## src/rtl/mips_pkg.sv

```systemverilog
// Shared MIPS definitions: opcode values, instruction field positions and small decode helpers.
package mips_pkg;

   localparam int unsigned INSTR_W = 32;

   localparam logic [5:0] OP_RTYPE = 6'h00;
   localparam logic [5:0] OP_LW    = 6'h23;
   localparam logic [5:0] OP_SW    = 6'h2B;
   localparam logic [5:0] OP_ADDI  = 6'h08;
   localparam logic [5:0] OP_ANDI  = 6'h0C;
   localparam logic [5:0] OP_ORI   = 6'h0D;
   localparam logic [5:0] OP_XORI  = 6'h0E;

   localparam int unsigned OPCODE_MSB = 31;
   localparam int unsigned OPCODE_LSB = 26;
   localparam int unsigned RS_MSB     = 25;
   localparam int unsigned RS_LSB     = 21;
   localparam int unsigned RT_MSB     = 20;
   localparam int unsigned RT_LSB     = 16;
   localparam int unsigned RD_MSB     = 15;
   localparam int unsigned RD_LSB     = 11;
   localparam int unsigned IMM_MSB    = 15;
   localparam int unsigned IMM_LSB    = 0;
   localparam int unsigned FUNCT_MSB  = 5;
   localparam int unsigned FUNCT_LSB  = 0;

   // Logical-immediate opcodes, the only ones eligible for zero extension.
   function automatic logic is_logic_imm(input logic [5:0] op);
      return (op == OP_ANDI) || (op == OP_ORI) || (op == OP_XORI);
   endfunction

endpackage

```

## src/rtl/id_stage_pipelined_reg_file.sv

```systemverilog
// Register file with two async read ports, one sync write port and write-before-read bypass.
module reg_file #(
   parameter int unsigned DATA_W    = 32,
   parameter int unsigned REG_COUNT = 32,
   localparam int unsigned ADDR_W   = $clog2(REG_COUNT)
) (
   input  logic              clk,
   input  logic              rst_n,
   input  logic [ADDR_W-1:0] raddr_a,
   input  logic [ADDR_W-1:0] raddr_b,
   output logic [DATA_W-1:0] rdata_a_c,
   output logic [DATA_W-1:0] rdata_b_c,
   input  logic              we,
   input  logic [ADDR_W-1:0] waddr,
   input  logic [DATA_W-1:0] wdata
);

   logic [DATA_W-1:0] regs [REG_COUNT];
   logic              wr_active;

   assign wr_active = we && (waddr != '0);

   always_ff @(posedge clk or negedge rst_n) begin
      if (!rst_n) begin
         for (int unsigned i = 0; i < REG_COUNT; i++) begin
            regs[ADDR_W'(i)] <= '0;
         end
      end else if (wr_active) begin
         regs[waddr] <= wdata;
      end
   end

   // Register 0 is hardwired to zero; a same-cycle write wins over the stored value.
   always_comb begin
      rdata_a_c = regs[raddr_a];
      if (raddr_a == '0) begin
         rdata_a_c = '0;
      end else if (wr_active && (waddr == raddr_a)) begin
         rdata_a_c = wdata;
      end
   end

   always_comb begin
      rdata_b_c = regs[raddr_b];
      if (raddr_b == '0) begin
         rdata_b_c = '0;
      end else if (wr_active && (waddr == raddr_b)) begin
         rdata_b_c = wdata;
      end
   end

endmodule

```

## src/rtl/id_stage_pipelined.sv

```systemverilog
// MIPS instruction-decode stage: decode, operand read with bypass, load-use bubble, ID/EX register.
module id_stage_pipelined
   import mips_pkg::*;
#(
   parameter int unsigned DATA_W     = 32,
   parameter int unsigned REG_COUNT  = 32,
   parameter bit          ZEXT_LOGIC = 1'b1,
   localparam int unsigned ADDR_W    = $clog2(REG_COUNT)
) (
   input  logic               clk,
   input  logic               rst_n,
   input  logic               if_valid,
   output logic               if_ready,
   input  logic [INSTR_W-1:0] instruction,
   input  logic               wb_reg_write,
   input  logic [ADDR_W-1:0]  wb_write_reg,
   input  logic [DATA_W-1:0]  wb_write_data,
   input  logic               flush,
   input  logic               ex_ready,
   output logic               ex_valid,
   output logic [DATA_W-1:0]  ex_read_data_1,
   output logic [DATA_W-1:0]  ex_read_data_2,
   output logic [DATA_W-1:0]  ex_imm,
   output logic [ADDR_W-1:0]  ex_rs,
   output logic [ADDR_W-1:0]  ex_rt,
   output logic [ADDR_W-1:0]  ex_rd,
   output logic [5:0]         ex_opcode,
   output logic [5:0]         ex_funct,
   output logic               ex_mem_read,
   output logic               load_use_stall
);

   logic [5:0]        opcode;
   logic [5:0]        funct;
   logic [ADDR_W-1:0] rs;
   logic [ADDR_W-1:0] rt;
   logic [ADDR_W-1:0] rd;
   logic signed [15:0] imm_raw;
   logic [DATA_W-1:0] imm_ext;
   logic [DATA_W-1:0] rdata_1_c;
   logic [DATA_W-1:0] rdata_2_c;
   logic              load_en;
   logic              hazard;

   assign opcode  = instruction[OPCODE_MSB:OPCODE_LSB];
   assign funct   = instruction[FUNCT_MSB:FUNCT_LSB];
   assign rs      = ADDR_W'(instruction[RS_MSB:RS_LSB]);
   assign rt      = ADDR_W'(instruction[RT_MSB:RT_LSB]);
   assign rd      = ADDR_W'(instruction[RD_MSB:RD_LSB]);
   assign imm_raw = signed'(instruction[IMM_MSB:IMM_LSB]);

   always_comb begin
      imm_ext = DATA_W'(imm_raw);
      if (ZEXT_LOGIC && is_logic_imm(opcode)) begin
         imm_ext = DATA_W'(instruction[IMM_MSB:IMM_LSB]);
      end
   end

   reg_file #(
      .DATA_W    (DATA_W),
      .REG_COUNT (REG_COUNT)
   ) u_reg_file (
      .clk       (clk),
      .rst_n     (rst_n),
      .raddr_a   (rs),
      .raddr_b   (rt),
      .rdata_a_c (rdata_1_c),
      .rdata_b_c (rdata_2_c),
      .we        (wb_reg_write),
      .waddr     (wb_write_reg),
      .wdata     (wb_write_data)
   );

   // A lw sitting in ID/EX whose target feeds the incoming instruction needs one bubble.
   assign load_en        = !ex_valid || ex_ready;
   assign hazard         = ex_valid && ex_mem_read && (ex_rt != '0) &&
                           ((ex_rt == rs) || (ex_rt == rt)) && if_valid;
   assign load_use_stall = hazard && load_en && !flush;
   assign if_ready       = flush || (load_en && !hazard);

   always_ff @(posedge clk or negedge rst_n) begin
      if (!rst_n) begin
         ex_valid       <= 1'b0;
         ex_read_data_1 <= '0;
         ex_read_data_2 <= '0;
         ex_imm         <= '0;
         ex_rs          <= '0;
         ex_rt          <= '0;
         ex_rd          <= '0;
         ex_opcode      <= '0;
         ex_funct       <= '0;
         ex_mem_read    <= 1'b0;
      end else if (flush) begin
         ex_valid <= 1'b0;
      end else if (load_en) begin
         if (hazard || !if_valid) begin
            ex_valid <= 1'b0;
         end else begin
            ex_valid       <= 1'b1;
            ex_read_data_1 <= rdata_1_c;
            ex_read_data_2 <= rdata_2_c;
            ex_imm         <= imm_ext;
            ex_rs          <= rs;
            ex_rt          <= rt;
            ex_rd          <= rd;
            ex_opcode      <= opcode;
            ex_funct       <= funct;
            ex_mem_read    <= (opcode == OP_LW);
         end
      end
   end

endmodule

```

## config.mk

```make
export PLATFORM = sky130hd
export DESIGN_NAME = id_stage_pipelined
export DESIGN_NICKNAME = d
export VERILOG_FILES = /design/src/rtl/mips_pkg.sv /design/src/rtl/id_stage_pipelined_reg_file.sv /design/src/rtl/id_stage_pipelined.sv
export SDC_FILE = /design/constraint.sdc
export NUM_CORES = 2
export LEC_CHECK = 0
export BUFFER_PORTS_ARGS = -buffer_cell sky130_fd_sc_hd__buf_2
export CORE_ASPECT_RATIO = 0.7
export CORE_MARGIN = 8
export CORE_UTILIZATION = 40
export CTS_CLUSTER_SIZE = 28
export DETAILED_ROUTE_END_ITERATION = 8
export GPL_TIMING_DRIVEN = 0
export PLACE_DENSITY = 0.53
export SYNTH_ARGS = -nofsm -noshare
export SYNTH_HDL_FRONTEND = slang
export SYNTH_HIERARCHICAL = 1
export SYNTH_SLANG_ARGS = --single-unit
```

## constraint.sdc

```tcl
create_clock -name clk -period 5.5 [get_ports clk]
set_input_delay 1.1 -clock clk [delete_from_list [all_inputs] [get_ports clk]]
set_output_delay 1.1 -clock clk [all_outputs]
set_load 0.02 [all_outputs]
```

==> key figures <==
Run status
  – Status: finished, violations left
  – Violated checks: max-capacitance violations, max-slew violations, negative setup slack

Clock network
  – CTS root buffer: clkbuf_16
  – # Post-CTS Setup Buffers: 0
  – CTS tree: done
  – Cts bufs inserted: 117
  – Clock transition at the registers of the reported paths: 70 ps
  – Clk sinks: 1123
  – H-tree levels: 3
  – Skew-Pair Late Insertion Delay: 780 ps
  – CTS resizes: 0
  – Clk buf depth: 3
  – Hold Buf Count CTS: 0

Detailed routing
  – Drt wl/cell: 47.62 um
  – Iter 0 DRT Violations: 7330
  – Routed Antenna Nets: 0
  – Routed WL: ~320000 um
  – Number of vias per cell: 6.992
  – DRT Pass-1 Iters: 6
  – DR DRC count: 0
  – Via count: 46430

STA
  – Worst-margin pin slew: 1727 ps
  – Final setup margin: -43.76 ps
  – Max-slew headroom: -0.1516
  – FMAX: 180.4 MHz
  – Setup TNS: -50.82 ps
  – Final setup violation count: 2
  – Final min period: 5544 ps
  – Final Hold Fails: 0
  – Layout Skew: between 30 and 40 ps
  – Final Max Slew Viols: 248
  – Tcrit/Tclk final: 1.008
  – RSZ-0062 raised after global routing: false

Yosys
  – Main combinational cell family by area after synthesis: multiplexers
  – Simple-Gate Fraction of Synth Area: 0.03189
  – Netlist cell types: 75
  – Mean post-synth cell area: 14.20 sq um
  – Top cells by area, synth: dfrtp_1 47%, mux2_2 21%, mux4_2 14%
  – Post-Synthesis Cells: 4199
  – Multiplexer area fraction after synthesis: 0.3976
  – Post-Syn Area: 0.05963 sq mm
  – Sequential area share after synthesis: 0.4713
  – Top-area cell type share of the netlist area: 0.4713
  – Post-synth EDFFs: 0
  – Synth Area in Compound Gates: 0.05252
  – Top FF cell, synth: dfrtp_1
  – Fraction of synthesized cell area in xor and xnor cells: 0.002938
  – Synth area leader: dfrtp_1
  – Async S/R FF share, synth: 1.000
  – Yosys warns: 6
  – Fraction of the mapped netlist area in adder cells: 0
  – Post-Syn Nets: roughly 4300
  – FF+latch count, synth: 1123

Worst setup path
  – CP arrival: 6200 ps
  – R2r setup slk: 2540 ps
  – CP Launch Type: input port
  – Largest fanout on the critical path: 10
  – Capturing element type of the critical path: register
  – Reg2reg end: ex_read_data_2[28]
  – Setup CP Type: in -> reg
  – Reg2Reg Launch Point: u_reg_file/regs[316]
  – Worst EP required: 6160 ps
  – FF-to-FF path depth: 7

Place
  – Placed insts: 6395
  – Post-DP HPWL: 217300 um
  – Gpl congestion: 1.036
  – Post-DP Area: around 0.064 sq mm
  – I/O Buffers: 198

Global routing
  – Overflow after GRT: 0
  – Antenna violations before repair: 44
  – Total GRT Usage: 0.3784
  – Vias in the first global route: 43520
  – Largest net degree at the start of global routing: 159
  – First-pass GRT wire length: 415800 um

Floorplanning
  – Initial Util: 0.4031
  – Die width: 477.5 um
  – I/O pins: 202
  – Core box area: ~0.15 sq mm
  – Die height: 339.0 um
  – Die area: 0.1619 sq mm
  – Cell Rows: 118

Flow run
  – Max Cap Viol: 25

Cells and area
  – Filler cells: about 14000
  – Area delta synth->final: 13.39%
  – Proportion of layout cells with a drive suffix above 1: 0.4631
  – Post-Layout Inst Area: 0.06762 sq mm
  – Finished Layout Cells: 6640
  – Post-layout util: 0.4571
  – Nets: 4612

Worst hold path
  – Tightest Hold Check Type: in -> async

Power and ir drop
  – Power per Cell Area: between 300 and 400 mW/mm^2
  – Leakage: around 30 nW
  – Peak supply drop: roughly 0.26 mV
cell usage in the layout (no fill, tap or decap), types with 25 or more instances in the layout:
cell type | Yosys | final
nand2_1 | 83 | 83
mux2_2 | 1108 | 1108
nor3_1 | 64 | 63
a21oi_1 | 38 | 38
buf_1 | 51 | 46
clkbuf_8 | 1 | 25
dfrtp_1 | 1123 | 1123
diode_2 | 0 | 30
mux2i_1 | 252 | 252
nor2_1 | 128 | 126
a211oi_1 | 45 | 44
o21ai_0 | 53 | 53
a22oi_1 | 58 | 58
clkbuf_16 | 0 | 117
buf_6 | 31 | 33
a221o_1 | 36 | 36
buf_2 | 71 | 272
clkbuf_2 | 0 | 47
a221oi_1 | 39 | 39
o22ai_1 | 81 | 81
clkinv_2 | 0 | 31
clkbuf_1 | 238 | 213
buf_4 | 65 | 66
mux4_2 | 360 | 360
metal layers:
layer / vias to the layer above / track usage / routed length (um) / part of all wire
li1: 16770 / - / - / -
met4: 33 / 0.1775 / 18880 / 0.060
met2: 3902 / 0.4800 / 118600 / 0.38
met3: 864 / 0.2355 / 54140 / 0.17
met5: - / 0.006301 / 569 / 0.0018
met1: 24860 / 0.4986 / 124000 / 0.39
critical path: stages:
cell and delay [ps]:
buf_2 240, buf_2 310, clkbuf_1 890, clkbuf_2 830
nand2_1 1120, o22ai_1 750, nor4_1 220, nor3_1 210
nor3_1 120, mux2_2 360
flip-flops by register name (all words and copies together) (netlist names):
register	cells
ex_rt	5
ex_opcode	6
ex_valid	1
ex_imm	17
u_reg_file/regs	1024
ex_read_data_2	32
ex_read_data_1	32
ex_rs	5
ex_mem_read	1
worst max-delay path by stage:
| stage | start | to | slack [ps] | depth (start not counted) |
|---|---|---|---|---|
| floorplan | instruction[21] | ex_read_data_1[20] | 2360 | 9 |
| global placement | rst_n | u_reg_file/regs[58] | -22850 | 1 |
| detailed placement | instruction[17] | ex_read_data_2[0] | -170 | 10 |
| CTS | instruction[17] | ex_read_data_2[0] | 630 | 10 |
| global route | instruction[17] | ex_read_data_2[0] | 320 | 10 |
| finish | instruction[25] | ex_read_data_1[14] | -40 | 10 |
power by group:
group	switching [mW]	internal (mW)
Clock	3.65	4.82
Combinational	3.25	2.91
Sequential	1.22	9.86
through the flow:
stage               setup WS, ps  hold slack, ps  power (mW)
floorplan                   2356           438.5       14.59
global placement          -22850           457.8       16.93
detailed placement        -166.8           464.2       17.07
CTS                        626.5           180.1       25.51
global route               317.4           194.0       26.46
finish                    -43.76           208.4       25.71
cell usage after synthesis, types with 12 or more instances:
cell / instances
nor2b_1: 24
o22ai_1: 81
mux4_2: 360
buf_8: 12
mux2i_1: 252
nand2_1: 83
o211ai_1: 20
o21ai_0: 53
a21oi_1: 38
nor4_1: 18
xnor2_1: 12
nand3_1: 24
nor2_1: 128
mux2_2: 1108
a221o_1: 36
clkbuf_1: 238
buf_1: 51
buf_4: 65
dfrtp_1: 1123
mux4_1: 18
buf_6: 31
a22oi_1: 58
a211oi_1: 45
buf_2: 71
a221oi_1: 39
nor3_1: 64
logic make-up after synthesis:
kind of cell,after synthesis
AOI/OAI and AO/OA,431
muxes,1748
xor gates and xnor gates,20
buffers and inverters,483
and+or+nand+nor,394
DFF,1123
layout make-up:
| cell class | instances | area, sq um | share of cell area |
|---|---|---|---|
| multi-input cells | 2593 | 28940 | 0.4279 |
| plain buffers | 474 | 2634 | 0.03895 |
| repair buffers | 219 | 1414 | 0.02091 |
| clock inverters | 51 | 604.3 | 0.008938 |
| clock buffers | 161 | 3333 | 0.04930 |
| inverters | 9 | 41.29 | 0.0006106 |
| well taps | 1980 | 2477 | 0.03664 |
| flip-flops and latches | 1123 | 28100 | 0.4156 |
| diodes | 30 | 75.07 | 0.001110 |
Note: power is estimated with default switching activity, not from simulation.
